### src/rtl/fc_layer_mac_if.sv
// Handshake and data bundle for fc_layer_mac: vector in, neuron results out.
// Widths follow the layer geometry parameters of the instance.
interface fc_layer_mac_if #(
    parameter int INPUT_SIZE  = 4,
    parameter int OUTPUT_SIZE = 2,
    parameter int WEIGHT_BITS = 8,
    parameter int ACTIV_BITS  = 8
);
    logic                                       in_valid;
    logic                                       in_ready;
    logic [INPUT_SIZE*ACTIV_BITS-1:0]           input_data;
    logic [INPUT_SIZE*OUTPUT_SIZE*WEIGHT_BITS-1:0] weights;
    logic [OUTPUT_SIZE*ACTIV_BITS-1:0]          biases;
    logic [4:0]                                 shift;
    logic                                       relu_en;
    logic                                       out_valid;
    logic                                       out_ready;
    logic [OUTPUT_SIZE*ACTIV_BITS-1:0]          output_data;
    logic                                       sat_flag;

    modport master (
        output in_valid, input_data, weights, biases, shift, relu_en, out_ready,
        input  in_ready, out_valid, output_data, sat_flag
    );

    modport slave (
        input  in_valid, input_data, weights, biases, shift, relu_en, out_ready,
        output in_ready, out_valid, output_data, sat_flag
    );
endinterface

### src/rtl/fc_layer_mac.sv
// Time-multiplexed fully connected layer: one signed MAC per cycle, then bias,
// requantising shift, optional ReLU and saturation per output neuron.
module fc_layer_mac #(
    parameter int INPUT_SIZE  = 4,
    parameter int OUTPUT_SIZE = 2,
    parameter int WEIGHT_BITS = 8,
    parameter int ACTIV_BITS  = 8,
    parameter int ACC_BITS    = 20
) (
    input  logic           clk,
    input  logic           rst_n,
    fc_layer_mac_if.slave  bus,
    output logic           busy
);
    localparam int IW = (INPUT_SIZE  > 1) ? $clog2(INPUT_SIZE)  : 1;
    localparam int OW = (OUTPUT_SIZE > 1) ? $clog2(OUTPUT_SIZE) : 1;
    localparam int PW = WEIGHT_BITS + ACTIV_BITS;
    localparam logic [IW-1:0] LAST_I = IW'(INPUT_SIZE - 1);
    localparam logic [OW-1:0] LAST_O = OW'(OUTPUT_SIZE - 1);

    typedef logic signed [ACC_BITS-1:0] acc_t;
    localparam acc_t SAT_MAX = acc_t'(2**(ACTIV_BITS-1) - 1);
    localparam acc_t SAT_MIN = acc_t'(-(2**(ACTIV_BITS-1)));

    typedef enum logic [1:0] {IDLE, MAC, DONE} state_t;

    state_t                                       state_q, state_d;
    logic [INPUT_SIZE*ACTIV_BITS-1:0]             x_q, x_d;
    logic [INPUT_SIZE*OUTPUT_SIZE*WEIGHT_BITS-1:0] w_q, w_d;
    logic [OUTPUT_SIZE*ACTIV_BITS-1:0]            b_q, b_d;
    logic [4:0]                                   shift_q, shift_d;
    logic                                         relu_q, relu_d;
    acc_t                                         acc_q, acc_d;
    logic [IW-1:0]                                i_q, i_d;
    logic [OW-1:0]                                o_q, o_d;
    logic [OUTPUT_SIZE*ACTIV_BITS-1:0]            y_q, y_d;
    logic                                         sat_q, sat_d;

    logic signed [ACTIV_BITS-1:0]  x_cur;
    logic signed [WEIGHT_BITS-1:0] w_cur;
    logic signed [PW-1:0]          prod;
    acc_t                          sum, shifted, clamped;
    logic [ACTIV_BITS-1:0]         y_val;
    logic                          clip;

    always_comb begin
        x_cur   = x_q[int'(i_q)*ACTIV_BITS +: ACTIV_BITS];
        w_cur   = w_q[(int'(o_q)*INPUT_SIZE + int'(i_q))*WEIGHT_BITS +: WEIGHT_BITS];
        prod    = x_cur * w_cur;
        sum     = acc_q + acc_t'(prod);
        shifted = sum >>> shift_q;
        clamped = (relu_q && shifted < 0) ? '0 : shifted;
        // ReLU runs before the clip so a zeroed negative never counts as saturation
        clip    = 1'b0;
        y_val   = clamped[ACTIV_BITS-1:0];
        if (clamped > SAT_MAX) begin
            y_val = SAT_MAX[ACTIV_BITS-1:0];
            clip  = 1'b1;
        end else if (clamped < SAT_MIN) begin
            y_val = SAT_MIN[ACTIV_BITS-1:0];
            clip  = 1'b1;
        end

        state_d = state_q;
        x_d     = x_q;
        w_d     = w_q;
        b_d     = b_q;
        shift_d = shift_q;
        relu_d  = relu_q;
        acc_d   = acc_q;
        i_d     = i_q;
        o_d     = o_q;
        y_d     = y_q;
        sat_d   = sat_q;

        case (state_q)
            IDLE: begin
                if (bus.in_valid) begin
                    x_d     = bus.input_data;
                    w_d     = bus.weights;
                    b_d     = bus.biases;
                    shift_d = bus.shift;
                    relu_d  = bus.relu_en;
                    acc_d   = acc_t'(signed'(bus.biases[ACTIV_BITS-1:0]));
                    i_d     = '0;
                    o_d     = '0;
                    sat_d   = 1'b0;
                    state_d = MAC;
                end
            end
            MAC: begin
                if (i_q == LAST_I) begin
                    y_d[int'(o_q)*ACTIV_BITS +: ACTIV_BITS] = y_val;
                    if (clip) sat_d = 1'b1;
                    if (o_q == LAST_O) begin
                        state_d = DONE;
                    end else begin
                        o_d   = o_q + OW'(1);
                        i_d   = '0;
                        acc_d = acc_t'(signed'(b_q[(int'(o_q)+1)*ACTIV_BITS +: ACTIV_BITS]));
                    end
                end else begin
                    acc_d = sum;
                    i_d   = i_q + IW'(1);
                end
            end
            DONE: begin
                if (bus.out_ready) state_d = IDLE;
            end
            default: state_d = IDLE;
        endcase
    end

    always_ff @(posedge clk) begin
        if (!rst_n) begin
            state_q <= IDLE;
            x_q     <= '0;
            w_q     <= '0;
            b_q     <= '0;
            shift_q <= '0;
            relu_q  <= 1'b0;
            acc_q   <= '0;
            i_q     <= '0;
            o_q     <= '0;
            y_q     <= '0;
            sat_q   <= 1'b0;
        end else begin
            state_q <= state_d;
            x_q     <= x_d;
            w_q     <= w_d;
            b_q     <= b_d;
            shift_q <= shift_d;
            relu_q  <= relu_d;
            acc_q   <= acc_d;
            i_q     <= i_d;
            o_q     <= o_d;
            y_q     <= y_d;
            sat_q   <= sat_d;
        end
    end

    assign bus.in_ready    = (state_q == IDLE);
    assign bus.out_valid   = (state_q == DONE);
    assign bus.output_data = y_q;
    assign bus.sat_flag    = sat_q;
    assign busy            = (state_q != IDLE);
endmodule
### src/flat_wrapper.sv
// flat-port wrapper written by rule: the top's interface ports become plain ports
module fc_layer_mac_flat 
#(
    parameter int INPUT_SIZE  = 4,
    parameter int OUTPUT_SIZE = 2,
    parameter int WEIGHT_BITS = 8,
    parameter int ACTIV_BITS  = 8,
    parameter int ACC_BITS    = 20
)
  (clk, rst_n, busy, bus_in_valid, bus_input_data, bus_weights, bus_biases, bus_shift, bus_relu_en, bus_out_ready, bus_in_ready, bus_out_valid, bus_output_data, bus_sat_flag);
  fc_layer_mac_if #(.INPUT_SIZE(INPUT_SIZE), .OUTPUT_SIZE(OUTPUT_SIZE), .WEIGHT_BITS(WEIGHT_BITS), .ACTIV_BITS(ACTIV_BITS)) bus_i ();
  input  logic clk;
  input  logic rst_n;
  output logic busy;
  input wire logic [$bits(bus_i.in_valid)-1:0] bus_in_valid;
  input wire logic [$bits(bus_i.input_data)-1:0] bus_input_data;
  input wire logic [$bits(bus_i.weights)-1:0] bus_weights;
  input wire logic [$bits(bus_i.biases)-1:0] bus_biases;
  input wire logic [$bits(bus_i.shift)-1:0] bus_shift;
  input wire logic [$bits(bus_i.relu_en)-1:0] bus_relu_en;
  input wire logic [$bits(bus_i.out_ready)-1:0] bus_out_ready;
  output wire logic [$bits(bus_i.in_ready)-1:0] bus_in_ready;
  output wire logic [$bits(bus_i.out_valid)-1:0] bus_out_valid;
  output wire logic [$bits(bus_i.output_data)-1:0] bus_output_data;
  output wire logic [$bits(bus_i.sat_flag)-1:0] bus_sat_flag;
  assign bus_i.in_valid = bus_in_valid;
  assign bus_i.input_data = bus_input_data;
  assign bus_i.weights = bus_weights;
  assign bus_i.biases = bus_biases;
  assign bus_i.shift = bus_shift;
  assign bus_i.relu_en = bus_relu_en;
  assign bus_i.out_ready = bus_out_ready;
  assign bus_in_ready = bus_i.in_ready;
  assign bus_out_valid = bus_i.out_valid;
  assign bus_output_data = bus_i.output_data;
  assign bus_sat_flag = bus_i.sat_flag;
  fc_layer_mac #(.INPUT_SIZE(INPUT_SIZE), .OUTPUT_SIZE(OUTPUT_SIZE), .WEIGHT_BITS(WEIGHT_BITS), .ACTIV_BITS(ACTIV_BITS), .ACC_BITS(ACC_BITS)) u_core (.clk(clk), .rst_n(rst_n), .bus(bus_i), .busy(busy));
endmodule
### config.mk
export PLATFORM = sky130hd
export DESIGN_NAME = fc_layer_mac_flat
export DESIGN_NICKNAME = d
export VERILOG_FILES = /design/src/rtl/fc_layer_mac_if.sv /design/src/rtl/fc_layer_mac.sv /design/src/flat_wrapper.sv
export SDC_FILE = /design/constraint.sdc
export NUM_CORES = 1
export LEC_CHECK = 0
export BUFFER_PORTS_ARGS = -buffer_cell sky130_fd_sc_hd__buf_2
export CORE_ASPECT_RATIO = 1.75
export CORE_MARGIN = 2
export CORE_UTILIZATION = 52
export CTS_BUF_LIST = sky130_fd_sc_hd__clkbuf_2
export DETAILED_ROUTE_END_ITERATION = 7
export PLACE_DENSITY_LB_ADDON = 0.2
export SETUP_SLACK_MARGIN = 0.5
export SLEW_MARGIN = 0
export SYNTH_ARGS = -nofsm -noshare
export SYNTH_HDL_FRONTEND = slang
export SYNTH_SLANG_ARGS = --single-unit
### constraint.sdc
create_clock -name clk -period 9.9 [get_ports clk]
set_input_delay 0.495 -clock clk [delete_from_list [all_inputs] [get_ports clk]]
set_output_delay 0.495 -clock clk [all_outputs]
set_load 0.005 [all_outputs]
==> flow_metrics.env <==
export IMPL_finalHoldViolations=0
export IMPL_yosys_area_share_xor_xnor_pct=1.09
export IMPL_crit_path_top_delay_cell="sky130_fd_sc_hd__nor3_1"
export IMPL_worst_endpoint_arrival_ns=9.48
export IMPL_yosys_area_top_type_share_pct=25.7
export IMPL_setup_viol=0
export IMPL_rr_startpoint="u_core.i_q[0]$_SDFFE_PN0P_"
export IMPL_multi_input_combinational_cell_area_sq_um=8040
export IMPL_crit_buf_inv=3
export IMPL_ioPinCount=142
export IMPL_fin_worst_skew_ns=0.0365
export IMPL_cts_buffers_inserted=17
export IMPL_route_detailed_vias_per_inst=5.73
export IMPL_max_cap_viol_count=0
export IMPL_ys_seq_area_share_pct=25.7
export IMPL_avgSynthCellArea_sq_um=8.51
export IMPL_floorplan_die_area_sq_um=24100
export IMPL_post_route_clock_period_utilization_pct=89.3
export IMPL_yosys_top_cells_area="sky130_fd_sc_hd__dfxtp_1, sky130_fd_sc_hd__fa_1, sky130_fd_sc_hd__nand2_1"
export IMPL_cts_sinks=152
export IMPL_drt_iter0_drc=674
export IMPL_rsz0062_at_grt="false"
export IMPL_first_global_vias=11000
export IMPL_ys_flop_type="sky130_fd_sc_hd__dfxtp_1"
export IMPL_initial_utilization_pct=52.6
export IMPL_hold_path_endpoint="u_core.acc_q[3]$_SDFFE_PN0P_"
export IMPL_yosys_top_cells_count="sky130_fd_sc_hd__nand2_1, sky130_fd_sc_hd__dfxtp_1, sky130_fd_sc_hd__a21boi_0, sky130_fd_sc_hd__inv_1, sky130_fd_sc_hd__fa_1"
export IMPL_grt_max_degree=111
export IMPL_cts_root_to_sink_buffers=2
export IMPL_growth_of_design_area_from_synthesis_to_finish_pct=19.1
export IMPL_synth_simple_gate_area_share_pct=19.4
export IMPL_dpl_hpwl_microns=25700
export IMPL_largest_family_of_logic_cells_by_synthesized_area="compound AO/OA/AOI/OAI gates"
export IMPL_synthArstFlopShare_pct=0
export IMPL_reg2regPathDepth=24
export IMPL_max_freq_mhz=113
export IMPL_fp_row_count=73
export IMPL_yosys_area_share_adder_pct=19.8
export IMPL_worst_path_dominant_cell_family="adder cells"
export IMPL_detail_route_antenna_nets=0
export IMPL_antenna_found_initial=1
export IMPL_synth_fp_nets=1650
export IMPL_gr_usage_all_layers_pct=30.0
export IMPL_chipWidth_microns=118
export IMPL_hold_class="in -> reg"
export IMPL_period_minus_slack_ns=8.84
export IMPL_min_path_cells=3
export IMPL_layout_filler_cells=1940
export IMPL_routed_wirelength_microns=35800
export IMPL_critPathMaxStageDelay_ns=0.62
export IMPL_timing_hold_worst_start="bus_biases[3]"
export IMPL_worstSkewPairLatency_ns=0.78
export IMPL_wl_per_cell_microns=18.8
export IMPL_post_cts_setup_buffer_count=0
export IMPL_seqCellArea_sq_um=3050
export IMPL_layout_nets=1846
export IMPL_worst_slew_pin_transition_ns=1.13
export IMPL_cp_data_required_time_ns=10.54
export IMPL_vias=10900
export IMPL_critical_path_max_fanout=15
export IMPL_gp_congestion=0.946
export IMPL_ir_drop_mv=0.125
export IMPL_synth_mux_area_share_pct=7.13
export IMPL_cts_tree="yes"
export IMPL_r2r_end="u_core.bus.output_data[13]$_SDFFE_PN0P_"
export IMPL_synth_warning_count=0
export IMPL_setup_slack_on_the_worst_flop_to_flop_path_ns=1.06
export IMPL_kind_of_launch_point_of_the_worst_setup_path="flip-flop"
export IMPL_slew_headroom_pct=24.5
export IMPL_total_leakage_power_nw=6.00
export IMPL_worst_setup_path_end_kind="flip-flop"
export IMPL_globalRoute_totalOverflow=0
export IMPL_layout_drive_gt1_share_pct=16.2
export IMPL_synth_largest_area_cell="sky130_fd_sc_hd__dfxtp_1"
export IMPL_synth_compound_area_share_pct=20.0
export IMPL_core_sq_um=22600
export IMPL_yosysUniqueCellTypes=88
export IMPL_synth_seq_cells=152
export IMPL_outcome="finished clean"
export IMPL_tns_ns=0
export IMPL_fp_dieH_microns=204
export IMPL_post_synthesis_instance_total=1393
export IMPL_critical_path_cell_chain="buf_4 -> mux4_2 -> mux2_2 -> and2_1 -> fa_1 -> inv_1 -> fa_1 -> fa_1 -> inv_1 -> fa_1 -> ha_1 -> ha_1 -> o211ai_1 -> a21oi_1 -> o21ai_0 -> and4_1 -> nor3_1 -> o211ai_1 -> o221a_1 -> or4_4 -> nor4b_4 -> a311o_1 -> a21boi_2 -> a21oi_1"
export IMPL_grt_pass1_wl_microns=56800
export IMPL_route_detailed_drc=0
export IMPL_htreeDepth=4
export IMPL_post_synth_instance_area_sq_um=11900
export IMPL_setup_worst_path_class="reg -> reg"
export IMPL_yosys_cell_count_top_type="sky130_fd_sc_hd__nand2_1"
export IMPL_p_per_area_nw_per_um2=132
export IMPL_timing_final_max_slew_violations=0
export IMPL_first_pass_drt_iterations=5
export IMPL_crit_top_cell="sky130_fd_sc_hd__fa_1"
export IMPL_clk_pin_slew_worst_paths_ns=0.22
export IMPL_finalPower_mw=1.87
export IMPL_cts_root_buffer_cell="sky130_fd_sc_hd__clkbuf_2"
export IMPL_port_buffers=141
export IMPL_count_of_flip_flops_with_a_built_in_enable_after_synthesis=0
-- per-layer routing --
layer / vias to the layer above / GRT usage [%] / share of wire, %
li1: 5145 / - / -
met1: 5228 / 31.7 / 36
met2: 395 / 54.8 / 53
met3: 131 / 4.39 / 4.4
met4: 0 / 19.6 / 6.5
met5: - / 0 / 0
-- sequential cells by signal (all words and copies together) (netlist names) --
signal	cells
u_core.relu_q	1
u_core.x_q	32
u_core.bus.sat_flag	1
u_core.o_q	1
u_core.state_q	2
u_core.b_q	8
u_core.acc_q	20
u_core.bus.output_data	16
u_core.w_q	64
u_core.shift_q	5
u_core.i_q	2
-- logic make-up (layout without fill, tap and decap cells) --
| kind of cell | count (synthesis) | count (layout) |
|---|---|---|
| xor gates and xnor gates | 13 | 13 |
| buffers and inverters | 210 | 418 |
| muxes | 49 | 49 |
| other | 0 | 1 |
| AOI/OAI and AO/OA | 328 | 328 |
| and+or+nand+nor | 506 | 506 |
| DFF | 152 | 152 |
| adders and majority gates | 135 | 135 |
-- what timing repair did --
| item | CTS | global route |
|---|---|---|
| setup endpoints to repair | 0 | 15 |
| gates resized for setup | 0 | 6 |
| endpoints found under the hold margin | 111 | 0 |
| hold buffers | 111 | 0 |
-- where the power goes --
part	switching, mW	internal, mW
registers	0.0291	0.647
clock network	0.228	0.169
logic	0.478	0.317
-- worst register-to-register path, cell delays in order, from the launching register on --
cell                       delay (ns)
sky130_fd_sc_hd__dfxtp_4         0.57
sky130_fd_sc_hd__buf_4           0.34
sky130_fd_sc_hd__mux4_2          0.54
sky130_fd_sc_hd__mux2_2          0.35
sky130_fd_sc_hd__and2_1          0.41
sky130_fd_sc_hd__fa_1            0.59
sky130_fd_sc_hd__inv_1           0.06
sky130_fd_sc_hd__fa_1            0.46
sky130_fd_sc_hd__fa_1            0.49
sky130_fd_sc_hd__inv_1           0.06
sky130_fd_sc_hd__fa_1            0.47
sky130_fd_sc_hd__ha_1            0.31
sky130_fd_sc_hd__ha_1            0.54
sky130_fd_sc_hd__o211ai_1        0.27
sky130_fd_sc_hd__a21oi_1         0.25
sky130_fd_sc_hd__o21ai_0         0.16
sky130_fd_sc_hd__and4_1          0.23
sky130_fd_sc_hd__nor3_1          0.62
sky130_fd_sc_hd__o211ai_1        0.22
sky130_fd_sc_hd__o221a_1         0.19
sky130_fd_sc_hd__or4_4           0.53
sky130_fd_sc_hd__nor4b_4         0.30
sky130_fd_sc_hd__a311o_1         0.44
sky130_fd_sc_hd__a21boi_2        0.26
sky130_fd_sc_hd__a21oi_1         0.08
-- worst max-delay path by stage --
stage / from / cells after the start / endpoint / slack (ns)
2_1_floorplan: u_core.i_q[0]$_SDFFE_PN0P_ / 27 / u_core.bus.output_data[5]$_SDFFE_PN0P_ / 1.65
3_3_place_gp: u_core.i_q[0]$_SDFFE_PN0P_ / 23 / u_core.bus.output_data[1]$_SDFFE_PN0P_ / 1.07
3_5_place_dp: u_core.i_q[0]$_SDFFE_PN0P_ / 24 / u_core.bus.output_data[13]$_SDFFE_PN0P_ / 0.94
4_1_cts: u_core.i_q[0]$_SDFFE_PN0P_ / 24 / u_core.bus.output_data[0]$_SDFFE_PN0P_ / 0.90
5_1_grt: u_core.i_q[0]$_SDFFE_PN0P_ / 24 / u_core.bus.output_data[0]$_SDFFE_PN0P_ / 0.69
6_report: u_core.i_q[0]$_SDFFE_PN0P_ / 24 / u_core.bus.output_data[13]$_SDFFE_PN0P_ / 1.06
-- stage by stage --
step	worst slack (ns)	util (%)	std cells	hold WS (ns)	instance area, sq um
3_5_place_dp	0.936	56.3	1759	0.455	12700
5_1_grt	0.692	62.6	1902	0.0189	14100
4_1_cts	0.899	62.4	1901	0.00654	14100
2_1_floorplan	1.65	-	1393	0.440	11900
3_3_place_gp	1.07	56.3	1759	0.449	12700
6_report	1.06	62.6	1902	0.0595	14100
-- layout by cell type, fill, tap and decap left out, types with 9 or more instances in the layout --
cell type / count
sky130_fd_sc_hd__nand2_1: 302
sky130_fd_sc_hd__dfxtp_1: 151
sky130_fd_sc_hd__buf_2: 140
sky130_fd_sc_hd__a21boi_0: 122
sky130_fd_sc_hd__inv_1: 120
sky130_fd_sc_hd__dlygate4sd3_1: 111
sky130_fd_sc_hd__fa_1: 88
sky130_fd_sc_hd__nor2_1: 51
sky130_fd_sc_hd__ha_1: 47
sky130_fd_sc_hd__o21ai_0: 41
sky130_fd_sc_hd__a21oi_1: 37
sky130_fd_sc_hd__mux4_2: 27
sky130_fd_sc_hd__nand3_1: 24
sky130_fd_sc_hd__nor2b_1: 21
sky130_fd_sc_hd__clkbuf_2: 20
sky130_fd_sc_hd__nand2b_1: 17
sky130_fd_sc_hd__and2_1: 16
sky130_fd_sc_hd__nor3_1: 16
sky130_fd_sc_hd__a211oi_1: 15
sky130_fd_sc_hd__o211ai_1: 15
sky130_fd_sc_hd__buf_4: 15
sky130_fd_sc_hd__mux2_2: 10
sky130_fd_sc_hd__mux2i_1: 10
sky130_fd_sc_hd__a21o_1: 9
sky130_fd_sc_hd__nand4_1: 9
sky130_fd_sc_hd__a31oi_1: 9
-- cell type report --
cell class | instances | area share [%]
multi-input cells | 1031 | 57.0
diodes | 1 | 0.0177
inverters | 121 | 3.22
clock buffers | 20 | 0.709
repair buffers | 266 | 13.6
flip-flops and latches | 152 | 21.6
clock inverters | 11 | 1.22
well taps | 300 | 2.66
Power figures use the tool's default switching activity.
